===== src/rtl/conv_tile_loader_if.sv =====
// -----------------------------------------------------------------------------
// conv_tile_loader_if
//
// Bundles every non-clock/reset signal of conv_tile_loader:
//   - the 16-bit valid/ready input word stream (s_valid, s_ready, s_data)
//   - the filter-reuse request (keep_filter)
//   - the flat buses presented to the 3x3 PE array (filter_flat, ifmap_flat)
//   - the array control strobes (arr_load, arr_en)
//   - the array result bus (sum_in_flat)
//   - the valid/ready result port (m_valid, m_ready, m_data)
//   - the completed-tile counter (tile_cnt)
//
// Modports:
//   slave  : the loader's view (consumes the stream, produces array/result side)
//   master : the environment's view (upstream source, PE array, downstream sink)
// -----------------------------------------------------------------------------
interface conv_tile_loader_if #(
  parameter int DATA_W  = 16,
  parameter int FILT_N  = 9,
  parameter int IFMAP_N = 25
);

  logic                        s_valid;
  logic                        s_ready;
  logic [DATA_W-1:0]           s_data;
  logic                        keep_filter;
  logic [FILT_N*DATA_W-1:0]    filter_flat;
  logic [IFMAP_N*DATA_W-1:0]   ifmap_flat;
  logic                        arr_load;
  logic                        arr_en;
  logic [FILT_N*DATA_W-1:0]    sum_in_flat;
  logic                        m_valid;
  logic                        m_ready;
  logic [FILT_N*DATA_W-1:0]    m_data;
  logic [7:0]                  tile_cnt;

  modport slave (
    input  s_valid,
    input  s_data,
    input  keep_filter,
    input  sum_in_flat,
    input  m_ready,
    output s_ready,
    output filter_flat,
    output ifmap_flat,
    output arr_load,
    output arr_en,
    output m_valid,
    output m_data,
    output tile_cnt
  );

  modport master (
    output s_valid,
    output s_data,
    output keep_filter,
    output sum_in_flat,
    output m_ready,
    input  s_ready,
    input  filter_flat,
    input  ifmap_flat,
    input  arr_load,
    input  arr_en,
    input  m_valid,
    input  m_data,
    input  tile_cnt
  );

endinterface


===== src/rtl/conv_tile_loader.sv =====
// -----------------------------------------------------------------------------
// conv_tile_loader
//
// Front-end sequencer for the 3x3 PE array. Collects a 3x3 filter followed by
// a 5x5 ifmap tile from a valid/ready word stream, presents both as flat
// buses, pulses arr_load for one cycle, holds arr_en high for COMPUTE_CYCLES
// cycles, captures the array's result bus on the last compute cycle and
// offers it downstream through a valid/ready handshake. No arithmetic is done
// on the data: the block is pure buffering and sequencing.
//
// Ports:
//   clk  : clock, all logic on the rising edge
//   rst  : synchronous, active-high reset; aborts any tile in progress,
//          clears buses, result, counters and tile_cnt
//   bus  : conv_tile_loader_if.slave
//          s_valid/s_ready/s_data : input word stream
//          keep_filter            : reuse held filter for the next tile
//          filter_flat            : filter word k at [k*DATA_W +: DATA_W]
//          ifmap_flat             : ifmap word k at [k*DATA_W +: DATA_W]
//          arr_load               : one-cycle load pulse (array reset)
//          arr_en                 : array enable during the compute window
//          sum_in_flat            : array result bus
//          m_valid/m_ready/m_data : captured result handshake
//          tile_cnt               : completed tiles, wraps 255 -> 0
//
// Parameters:
//   DATA_W         word width
//   FILT_N         filter words per tile
//   IFMAP_N        ifmap words per tile
//   COMPUTE_CYCLES cycles arr_en is held high (legal range 1..255)
//
// Build option:
//   LOADER_FILTER_REUSE_EN - when defined, keep_filter=1 at the output
//   handshake skips the filter load for the next tile and retains
//   filter_flat. When undefined keep_filter is ignored and every tile loads
//   FILT_N filter words followed by IFMAP_N ifmap words.
// -----------------------------------------------------------------------------
module conv_tile_loader #(
  parameter int DATA_W         = 16,
  parameter int FILT_N         = 9,
  parameter int IFMAP_N        = 25,
  parameter int COMPUTE_CYCLES = 12
) (
  input  logic               clk,
  input  logic               rst,
  conv_tile_loader_if.slave  bus
);

  // One word counter serves both load phases, so it is sized for the larger.
  localparam int WORDS_MAX  = (IFMAP_N > FILT_N) ? IFMAP_N : FILT_N;
  localparam int CNT_W      = $clog2(WORDS_MAX);
  localparam int FILT_IDX_W = $clog2(FILT_N);
  localparam int IFM_IDX_W  = $clog2(IFMAP_N);

  typedef enum logic [2:0] {
    LOAD_FILT,
    LOAD_IFMAP,
    ARR_LOAD,
    COMPUTE,
    OUTPUT
  } state_t;

  state_t                              state;
  state_t                              state_next;

  logic [CNT_W-1:0]                    word_cnt;
  logic [7:0]                          comp_cnt;
  logic [FILT_N-1:0][DATA_W-1:0]       filt_q;
  logic [IFMAP_N-1:0][DATA_W-1:0]      ifmap_q;
  logic [FILT_N*DATA_W-1:0]            result_q;
  logic [7:0]                          tile_cnt_q;

  logic                                load_state;
  logic                                ready;
  logic                                accept;
  logic                                filt_last;
  logic                                ifmap_last;
  logic                                comp_last;
  logic                                out_fire;
  logic                                reuse;
  logic                                arr_load;
  logic                                arr_en;
  logic                                m_valid;

  // Handshake qualifiers are decoded straight from the state register so the
  // FSM's combinational process never reads its own outputs back.
  assign load_state = (state == LOAD_FILT) || (state == LOAD_IFMAP);
  assign ready      = load_state && !rst;
  assign accept     = ready && bus.s_valid;
  assign out_fire   = (state == OUTPUT) && !rst && bus.m_ready;

  assign filt_last  = (word_cnt == CNT_W'(FILT_N - 1));
  assign ifmap_last = (word_cnt == CNT_W'(IFMAP_N - 1));
  assign comp_last  = (comp_cnt == 8'(COMPUTE_CYCLES - 1));

`ifdef LOADER_FILTER_REUSE_EN
  assign reuse = bus.keep_filter;
`else
  logic unused_keep_filter;
  assign unused_keep_filter = bus.keep_filter;
  assign reuse              = 1'b0;
`endif

  // State register
  always_ff @(posedge clk) begin
    if (rst) begin
      state <= LOAD_FILT;
    end else begin
      state <= state_next;
    end
  end

  // Next-state and control outputs. Control strobes are forced low while
  // rst is high so an abort takes effect in the same cycle.
  always_comb begin
    state_next = state;
    arr_load   = 1'b0;
    arr_en     = 1'b0;
    m_valid    = 1'b0;
    case (state)
      LOAD_FILT: begin
        if (accept && filt_last) begin
          state_next = LOAD_IFMAP;
        end
      end
      LOAD_IFMAP: begin
        if (accept && ifmap_last) begin
          state_next = ARR_LOAD;
        end
      end
      ARR_LOAD: begin
        arr_load   = !rst;
        state_next = COMPUTE;
      end
      COMPUTE: begin
        arr_en = !rst;
        if (comp_last) begin
          state_next = OUTPUT;
        end
      end
      OUTPUT: begin
        m_valid = !rst;
        if (out_fire) begin
          state_next = reuse ? LOAD_IFMAP : LOAD_FILT;
        end
      end
      default: begin
        state_next = LOAD_FILT;
      end
    endcase
  end

  // Word buffers, counters and result capture. Each slot is written only when
  // its own word is accepted, so the buses hold their contents outside the
  // load states (and the filter survives a reuse tile untouched).
  always_ff @(posedge clk) begin
    if (rst) begin
      word_cnt   <= '0;
      comp_cnt   <= '0;
      filt_q     <= '0;
      ifmap_q    <= '0;
      result_q   <= '0;
      tile_cnt_q <= '0;
    end else begin
      case (state)
        LOAD_FILT: begin
          if (accept) begin
            filt_q[word_cnt[FILT_IDX_W-1:0]] <= bus.s_data;
            word_cnt <= filt_last ? '0 : word_cnt + CNT_W'(1);
          end
        end
        LOAD_IFMAP: begin
          if (accept) begin
            ifmap_q[word_cnt[IFM_IDX_W-1:0]] <= bus.s_data;
            word_cnt <= ifmap_last ? '0 : word_cnt + CNT_W'(1);
          end
        end
        ARR_LOAD: begin
          comp_cnt <= '0;
        end
        COMPUTE: begin
          // The array has had COMPUTE_CYCLES enabled cycles by the end of
          // this cycle, so its result bus is final here.
          if (comp_last) begin
            result_q <= bus.sum_in_flat;
          end else begin
            comp_cnt <= comp_cnt + 8'd1;
          end
        end
        OUTPUT: begin
          if (out_fire) begin
            tile_cnt_q <= tile_cnt_q + 8'd1;
          end
        end
        default: begin
        end
      endcase
    end
  end

  assign bus.s_ready     = ready;
  assign bus.arr_load    = arr_load;
  assign bus.arr_en      = arr_en;
  assign bus.m_valid     = m_valid;
  assign bus.filter_flat = filt_q;
  assign bus.ifmap_flat  = ifmap_q;
  assign bus.m_data      = result_q;
  assign bus.tile_cnt    = tile_cnt_q;

endmodule

===== src/flat_wrapper.sv =====
// flat-port wrapper written by rule: the top's interface ports become plain ports
module conv_tile_loader_flat 
#(
  parameter int DATA_W         = 16,
  parameter int FILT_N         = 9,
  parameter int IFMAP_N        = 25,
  parameter int COMPUTE_CYCLES = 12
)
  (clk, rst, bus_s_valid, bus_s_data, bus_keep_filter, bus_sum_in_flat, bus_m_ready, bus_s_ready, bus_filter_flat, bus_ifmap_flat, bus_arr_load, bus_arr_en, bus_m_valid, bus_m_data, bus_tile_cnt);
  conv_tile_loader_if #(.DATA_W(DATA_W), .FILT_N(FILT_N), .IFMAP_N(IFMAP_N)) bus_i ();
  input  logic clk;
  input  logic rst;
  input wire logic [$bits(bus_i.s_valid)-1:0] bus_s_valid;
  input wire logic [$bits(bus_i.s_data)-1:0] bus_s_data;
  input wire logic [$bits(bus_i.keep_filter)-1:0] bus_keep_filter;
  input wire logic [$bits(bus_i.sum_in_flat)-1:0] bus_sum_in_flat;
  input wire logic [$bits(bus_i.m_ready)-1:0] bus_m_ready;
  output wire logic [$bits(bus_i.s_ready)-1:0] bus_s_ready;
  output wire logic [$bits(bus_i.filter_flat)-1:0] bus_filter_flat;
  output wire logic [$bits(bus_i.ifmap_flat)-1:0] bus_ifmap_flat;
  output wire logic [$bits(bus_i.arr_load)-1:0] bus_arr_load;
  output wire logic [$bits(bus_i.arr_en)-1:0] bus_arr_en;
  output wire logic [$bits(bus_i.m_valid)-1:0] bus_m_valid;
  output wire logic [$bits(bus_i.m_data)-1:0] bus_m_data;
  output wire logic [$bits(bus_i.tile_cnt)-1:0] bus_tile_cnt;
  assign bus_i.s_valid = bus_s_valid;
  assign bus_i.s_data = bus_s_data;
  assign bus_i.keep_filter = bus_keep_filter;
  assign bus_i.sum_in_flat = bus_sum_in_flat;
  assign bus_i.m_ready = bus_m_ready;
  assign bus_s_ready = bus_i.s_ready;
  assign bus_filter_flat = bus_i.filter_flat;
  assign bus_ifmap_flat = bus_i.ifmap_flat;
  assign bus_arr_load = bus_i.arr_load;
  assign bus_arr_en = bus_i.arr_en;
  assign bus_m_valid = bus_i.m_valid;
  assign bus_m_data = bus_i.m_data;
  assign bus_tile_cnt = bus_i.tile_cnt;
  conv_tile_loader #(.DATA_W(DATA_W), .FILT_N(FILT_N), .IFMAP_N(IFMAP_N), .COMPUTE_CYCLES(COMPUTE_CYCLES)) u_core (.clk(clk), .rst(rst), .bus(bus_i));
endmodule

===== config.mk =====
export PLATFORM = sky130hd
export DESIGN_NAME = conv_tile_loader_flat
export DESIGN_NICKNAME = d
export VERILOG_FILES = /design/src/rtl/conv_tile_loader_if.sv /design/src/rtl/conv_tile_loader.sv /design/src/flat_wrapper.sv
export SDC_FILE = /design/constraint.sdc
export NUM_CORES = 1
export LEC_CHECK = 0
export ABC_AREA = 1
export BUFFER_PORTS_ARGS = -buffer_cell sky130_fd_sc_hd__buf_4
export CAP_MARGIN = 15
export CORE_AREA = 4 4 337 339
export CTS_CLUSTER_DIAMETER = 200
export DETAILED_ROUTE_END_ITERATION = 16
export DIE_AREA = 0 0 341 343
export REMOVE_ABC_BUFFERS = 1
export SLEW_MARGIN = 15
export SYNTH_ARGS = -nofsm -noshare
export SYNTH_HDL_FRONTEND = slang
export SYNTH_SLANG_ARGS = --single-unit

===== constraint.sdc =====
create_clock -name clk -period 2 [get_ports clk]
set_input_delay 0.2 -clock clk [delete_from_list [all_inputs] [get_ports clk]]
set_output_delay 0.2 -clock clk [all_outputs]
set_load 0.01 [all_outputs]

==> results of run 1 <==
-- area by class of cell --
| type | instances | area [sq um] |
|---|---|---|
| clock buffers | 111 | 2331 |
| inverters | 80 | 312.8 |
| flip-flops and latches | 712 | 14260 |
| diodes | 15 | 37.54 |
| repair buffers | 1156 | 9911 |
| fillers | 11390 | 72480 |
| multi-input cells | 1834 | 8857 |
| clock inverters | 29 | 316.6 |
| well taps | 1488 | 1862 |
-- cell families (layout without fill, tap and decap cells) --
kind of cell | count (synthesis) | after routing
DFF | 712 | 712
and+or+nand+nor | 640 | 640
xor gates and xnor gates | 3 | 3
buffers and inverters | 342 | 1376
AOI/OAI and AO/OA | 1185 | 1185
other | 0 | 15
adders and majority gates | 6 | 6
-- worst register-to-register path: stages, from the launching register on --
cell and delay [ns]:
dfxtp_4 0.38, nor2_4 0.13, nand3_4 0.09, buf_8 0.16
nor2_4 0.20, buf_4 0.16, nand4_4 0.19, buf_4 0.24
o21ai_0 0.19, nor2_1 0.06
-- sequential cells by signal (all words and copies together), names as in the netlist --
signal and count:
u_core.word_cnt 5, u_core.comp_cnt 8, u_core.bus.tile_cnt 8, u_core.state 3, u_core.bus.ifmap_flat 400, u_core.bus.m_data 144
u_core.bus.filter_flat 144
-- layer usage --
layer | up-vias | routed length [um] | GRT usage
li1 | 11750 | - | -
met1 | 11370 | 45270 | 0.2136
met4 | 2 | 3838 | 0.06851
met5 | - | 13 | 0
met2 | 898 | 55330 | 0.3083
met3 | 183 | 9308 | 0.05293
-- metrics by stage --
step                      setup slack [ns]  total power, W   TNS, ns  hold WS (ns)  cells
after global routing             -0.007072         0.03182  -0.01039        0.1174   5423
after floorplan                     -3.010         0.01502  -1599.59        0.2691   2626
final                              0.09920         0.03083         0        0.1337   5425
after detailed placement           0.03954         0.01603         0        0.4346   5091
after CTS                          0.03916         0.03119         0       0.08109   5394
after global placement             0.04972         0.01602         0        0.4318   5091
-- where the power goes --
group | internal, W | total, W | switching (W)
Clock | 0.00869 | 0.0148 | 0.00612
Combinational | 0.000732 | 0.00176 | 0.00102
Sequential | 0.0142 | 0.0143 | 0.0000272
-- cell usage in the layout, fill, tap and decap left out, drive strengths merged --
master / Yosys / layout
a21oi: 532 / 532
a31oi: 1 / 1
buf: 100 / 990
bufinv: 0 / 4
clkbuf: 162 / 115
clkinv: 17 / 17
clkinvlp: 0 / 3
dfxtp: 712 / 712
diode: 0 / 15
dlygate4sd3: 0 / 162
ha: 6 / 6
inv: 63 / 85
nand2: 102 / 102
nand3: 74 / 74
nand3b: 2 / 2
nand4: 6 / 6
nor2: 448 / 448
nor3: 7 / 7
o21a: 3 / 3
o21ai: 649 / 649
or2: 1 / 1
xor2: 3 / 3
-- timing repair --
item | in CTS | in global routing
gates resized for setup | 9 | 23
buffers inserted | 2 | 10
hold endpoints to repair | 269 | 0
gates cloned | 0 | 6
hold buffers | 162 | 0
pin swaps | 1 | 4
setup endpoints to repair | 1 | 314
-- worst paths after layout --
path,from,end,slack [ns],cells after the start
min reg2reg,u_core.bus.ifmap_flat[345],u_core.bus.ifmap_flat[345],0.44,2
max reg2reg,u_core.state[2],u_core.bus.ifmap_flat[94],0.1,9
min,bus_m_ready,u_core.state[0],0.13,5
max,u_core.state[2],u_core.bus.ifmap_flat[94],0.1,9
==> run metrics, run 1 <==
Synth Area in Compound Gates 0.2429; Iter 0 DRT Violations 1490; fin. max-slew vios 0; nets just over 4000; FP Rows 122; startpoint types register; share of the synthesized area in the top cell type 0.5829; initial antenna violation count 25; Final Hold Fails 0; simple-gate area share of the yosys netlist 0.1111; first-pass GRT wire length 157500 um; GPL Wtd Cong 0.8341; cell family with most CP delay simple AND/OR/NAND/NOR gates; library cells used by synthesis 31; Area Overhead vs Synth 54.94%; Total Routing Usage GR 0.1803; Clock Path Buffers 3; number of flops mapped to enable cells by yosys 0; Arr. time, crit path 2.43 ns; Setup-failing EPs final 0; IO buf count 863; Die Y 343 um; GRT Residual Overflow 0; pin count of the biggest net entering global routing 137; Most used DFF post-synth dfxtp_1; Synth Area in XOR/XNOR 0.001075; Mean Syn Cell Area around 8.5 sq um; Crit. End Element register; DRT Pass-1 Iters 5; WP data required 2.53 ns; CTS buffer count 80; Final HPWL DP 79350 um; Clock Tree Root clkbuf_16; DRC viols 0; max_cap viols 0; CP max FO 7; synth warn 0; post-layout minimum cycle time 1.901 ns; largest cells by area after synthesis dfxtp_1, o21ai_0, a21oi_1, nor2_1, clkbuf_1; worst vdd ir 653.5 uV; Post-synth top cells dfxtp_1, o21ai_0, a21oi_1; Synth Cell Area 0.02445 sq mm; post-DR wirelength/cell between 20 and 25 um; unrepaired setup endpoints after global routing yes; status finished, final reports clean; TritonCTS clock tree done; Post-DP Area 0.03326 sq mm; CP max stage cell dfxtp_4; Syn Inst Count 2888; Sink Count 712; Adder-Cell Fraction of Synth Area 0.003070; fmax 0.5261 GHz; CP peak stage delay 0.38 ns; CP Buf/Inv Count 3; post-synth top area cell dfxtp_1; pwr dens ~800 mW/mm^2; H-tree lvl count 3; ANT nets after route 0; Crit Path Category reg -> reg; Die ar. roughly 0.12 sq mm; layout cells sized above 1 0.3072; vias in the first global route between 20000 and 25000; post-route cell area 0.03789 sq mm; fin util 0.3433; final worst-path cycle share 0.9504; sequential fraction of the synthesis area 0.5829; vias 24200; Worst Tran Pin Value 0.5533 ns; Worst-path clk slew 0.06 ns; Core Region roughly 0.11 sq mm; most common cell in the netlist dfxtp_1; Starting Density 0.2216; Via density between 4 and 5; cell breakdown of the critical path nor2_4 > nand3_4 > buf_8 > nor2_4 > buf_4 > nand4_4 > buf_4 > o21ai_0 > nor2_1; leakage power 16.08 nW; IO Pins 865; Die Wd around 340 um; Worst-Skew Late Latency 0.62 ns; Hold Path Class in -> reg; clk_skew 0.01706 ns; largest family of logic cells by synthesized area compound AO/OA/AOI/OAI gates; Slew headroom 0.6312; Routed WL around 110000 um; async set or reset register ratio after synthesis 0; #FFs+latches synth 712; mux share of post-synthesis cell area 0
Note: power is estimated with default switching activity, not from simulation.
==> inputs of run 2 (changes only) <==
Clock period 2 ns to 2.4 ns, I/O delays scaled along.
==> run metrics, run 2 (synthesized netlist as in run 1, its figures left out) <==
status finished, final reports clean (unchanged); Core Region 0.1104 sq mm (unchanged); Final HPWL DP 79240 um (was 79350 um); post-layout minimum cycle time 2.142 ns (was 1.901 ns); first-pass GRT wire length 158300 um (was 157500 um); startpoint types register (unchanged); post-DR wirelength/cell 20.87 um (was 20.97 um); vias in the first global route 22910 (was 23110); Die ar. 0.1170 sq mm (unchanged); Crit Path Category reg -> reg (unchanged); DRT Pass-1 Iters 5 (unchanged); fin. max-slew vios 0 (unchanged); Routed WL 112200 um (was 113800 um); TritonCTS clock tree done (unchanged); Cells on Worst Hold Path 3 (was 5); max reg flops 400 (unchanged); Crit. End Element register (unchanged); ANT nets after route 0 (unchanged); nets 3986 (was 4035); number of fill cells 11460 (was 11390); WP data required 2.89 ns (was 2.53 ns); CP max FO 6 (was 7); Reg2Reg Capture Point u_core.word_cnt[3] (was u_core.bus.ifmap_flat[94]); Area Overhead vs Synth 51.78% (was 54.94%); worst vdd ir 512.5 uV (was 653.5 uV); layout cells sized above 1 0.2927 (was 0.3072); pin count of the biggest net entering global routing 90 (was 137); Slew headroom 0.5282 (was 0.6312); Worst-path clk slew 0.06 ns (about the same); Total Routing Usage GR 0.1808 (was 0.1803); fmax 0.4669 GHz (was 0.5261 GHz); initial antenna violation count 24 (was 25); leakage power 15.69 nW (was 16.08 nW); final worst-path cycle share 0.8924 (was 0.9504); max_cap viols 0 (unchanged); Worst Tran Pin Value 0.7003 ns (was 0.5533 ns); WHS 0.07418 ns (was 0.1337 ns); end of the worst hold path u_core.comp_cnt[5] (was u_core.state[0]); vias 24140 (was 24200); Via density 4.489 (was 4.461); placed insts 5063 (was 5091); reg2reg setup slack 0.26 ns (was 0.1 ns); Die Wd 341 um (unchanged); worst r2r path cells 7 (was 9); GRT Residual Overflow 0 (unchanged); Hold Path Class in -> reg (unchanged); clk_skew 0.02400 ns (was 0.01706 ns); Sink Count 712 (unchanged); hold path start rst (was bus_m_ready); DRC viols 0 (unchanged); H-tree lvl count 3 (unchanged); Iter 0 DRT Violations 1706 (was 1490); Die Y 343 um (unchanged); Starting Density 0.2216 (unchanged); commonest non-fill, non-tap cell in the layout buf_4 (unchanged); Clock Tree Root clkbuf_16 (unchanged); Setup-failing EPs final 0 (unchanged); Worst-Skew Late Latency 0.64 ns (was 0.62 ns); fin cells 5378 (was 5425); FF-to-FF Start u_core.word_cnt[0] (was u_core.state[2]); GPL Wtd Cong 0.8537 (was 0.8341); IO Pins 865 (unchanged); pwr dens 684.9 mW/mm^2 (was 813.6 mW/mm^2); CTS buffer count 77 (was 80); postcts setup bufs 0 (was 2); Final Hold Fails 0 (unchanged); most frequent cells in the layout buf_4, dfxtp_1, o21ai_0 (unchanged); FP Rows 122 (unchanged); unrepaired setup endpoints after global routing no (was yes); Arr. time, crit path 2.63 ns (was 2.43 ns); Clock Path Buffers 3 (unchanged); IO buf count 863 (unchanged)
## run 2: cell types whose count changed in the layout (fill, tap and decap cells not counted), moves of 3 or more
cell,delta
buf_6,-5
buf_4,-21
buf_12,-12
clkinv_2,-7
clkbuf_16,-8
nor2_1,+4
clkbuf_1,+12
inv_1,+3
nor2_4,-6
inv_2,-3
## run 2: worst max path at each step
stage / startpoint / endpoint / slack [ns] / depth (start not counted)
global route: u_core.state[1] / u_core.bus.ifmap_flat[47] / 0.06 / 8
CTS: u_core.comp_cnt[0] / u_core.bus.m_data[124] / 0.14 / 7
global placement: u_core.comp_cnt[0] / u_core.bus.m_data[124] / 0.19 / 7
detailed placement: u_core.comp_cnt[0] / u_core.bus.m_data[124] / 0.19 / 7
floorplan: rst / u_core.word_cnt[2] / -2.65 / 3
finish: u_core.word_cnt[0] / u_core.word_cnt[3] / 0.26 / 7
## run 2: repair_timing
item	in CTS	in global routing
hold buffers	160	1
endpoints found under the hold margin	250	1
gates resized for setup	0	1
setup endpoints to repair	0	1
## run 2: cell type report
| cell class | count | area, sq um | area share |
|---|---|---|---|
| tap | 1488 | 1862 | 0.05016 |
| sequential | 712 | 14250 | 0.3840 |
| timing repair buffer | 1110 | 9299 | 0.2505 |
| multi-input combinational | 1834 | 8795 | 0.2370 |
| clock inverter | 21 | 305.3 | 0.008226 |
| inverter | 80 | 311.5 | 0.008394 |
| antenna | 16 | 40.04 | 0.001079 |
| clock buffer | 117 | 2248 | 0.06058 |
## run 2: routing by layer
metal  wire length, um  share of wire  vias to the layer above  GRT usage
met1             45930           0.41                    11450     0.2194
met3              8796          0.078                      154    0.04989
met5                27        0.00024                        -          0
met4              2747          0.024                        4    0.05833
li1                  -              -                    11640          -
met2             54730           0.49                      893     0.3103
## run 2: worst max-delay path: stages, from the launching register on
cell,delay [ns]
dfxtp_1,0.36
inv_1,0.12
ha_1,0.37
nand4_1,0.25
nand2_1,0.14
o21ai_0,0.08
o21ai_0,0.56
nor2_1,0.12
## run 2: metrics by stage
step	utilization	cell area [sq um]	setup slack [ns]	setup TNS (ns)	total power (W)
3_3_place_gp	0.2982	32910	0.1926	0	0.01332
6_report	0.3363	37110	0.2583	0	0.02542
2_1_floorplan	-	23310	-2.650	-1344.31	0.01252
5_1_grt	0.3362	37110	0.05965	0	0.02624
3_5_place_dp	0.2982	32910	0.1870	0	0.01332
4_1_cts	0.3358	37060	0.1443	0	0.02570
## run 2: where the power goes
part / total [W] / leakage [nW] / switching (W) / internal (W)
Combinational: 0.00141 / 8.71 / 0.000836 / 0.000574
Clock: 0.0121 / 1.24 / 0.00507 / 0.00706
Sequential: 0.0119 / 5.74 / 0.0000229 / 0.0119
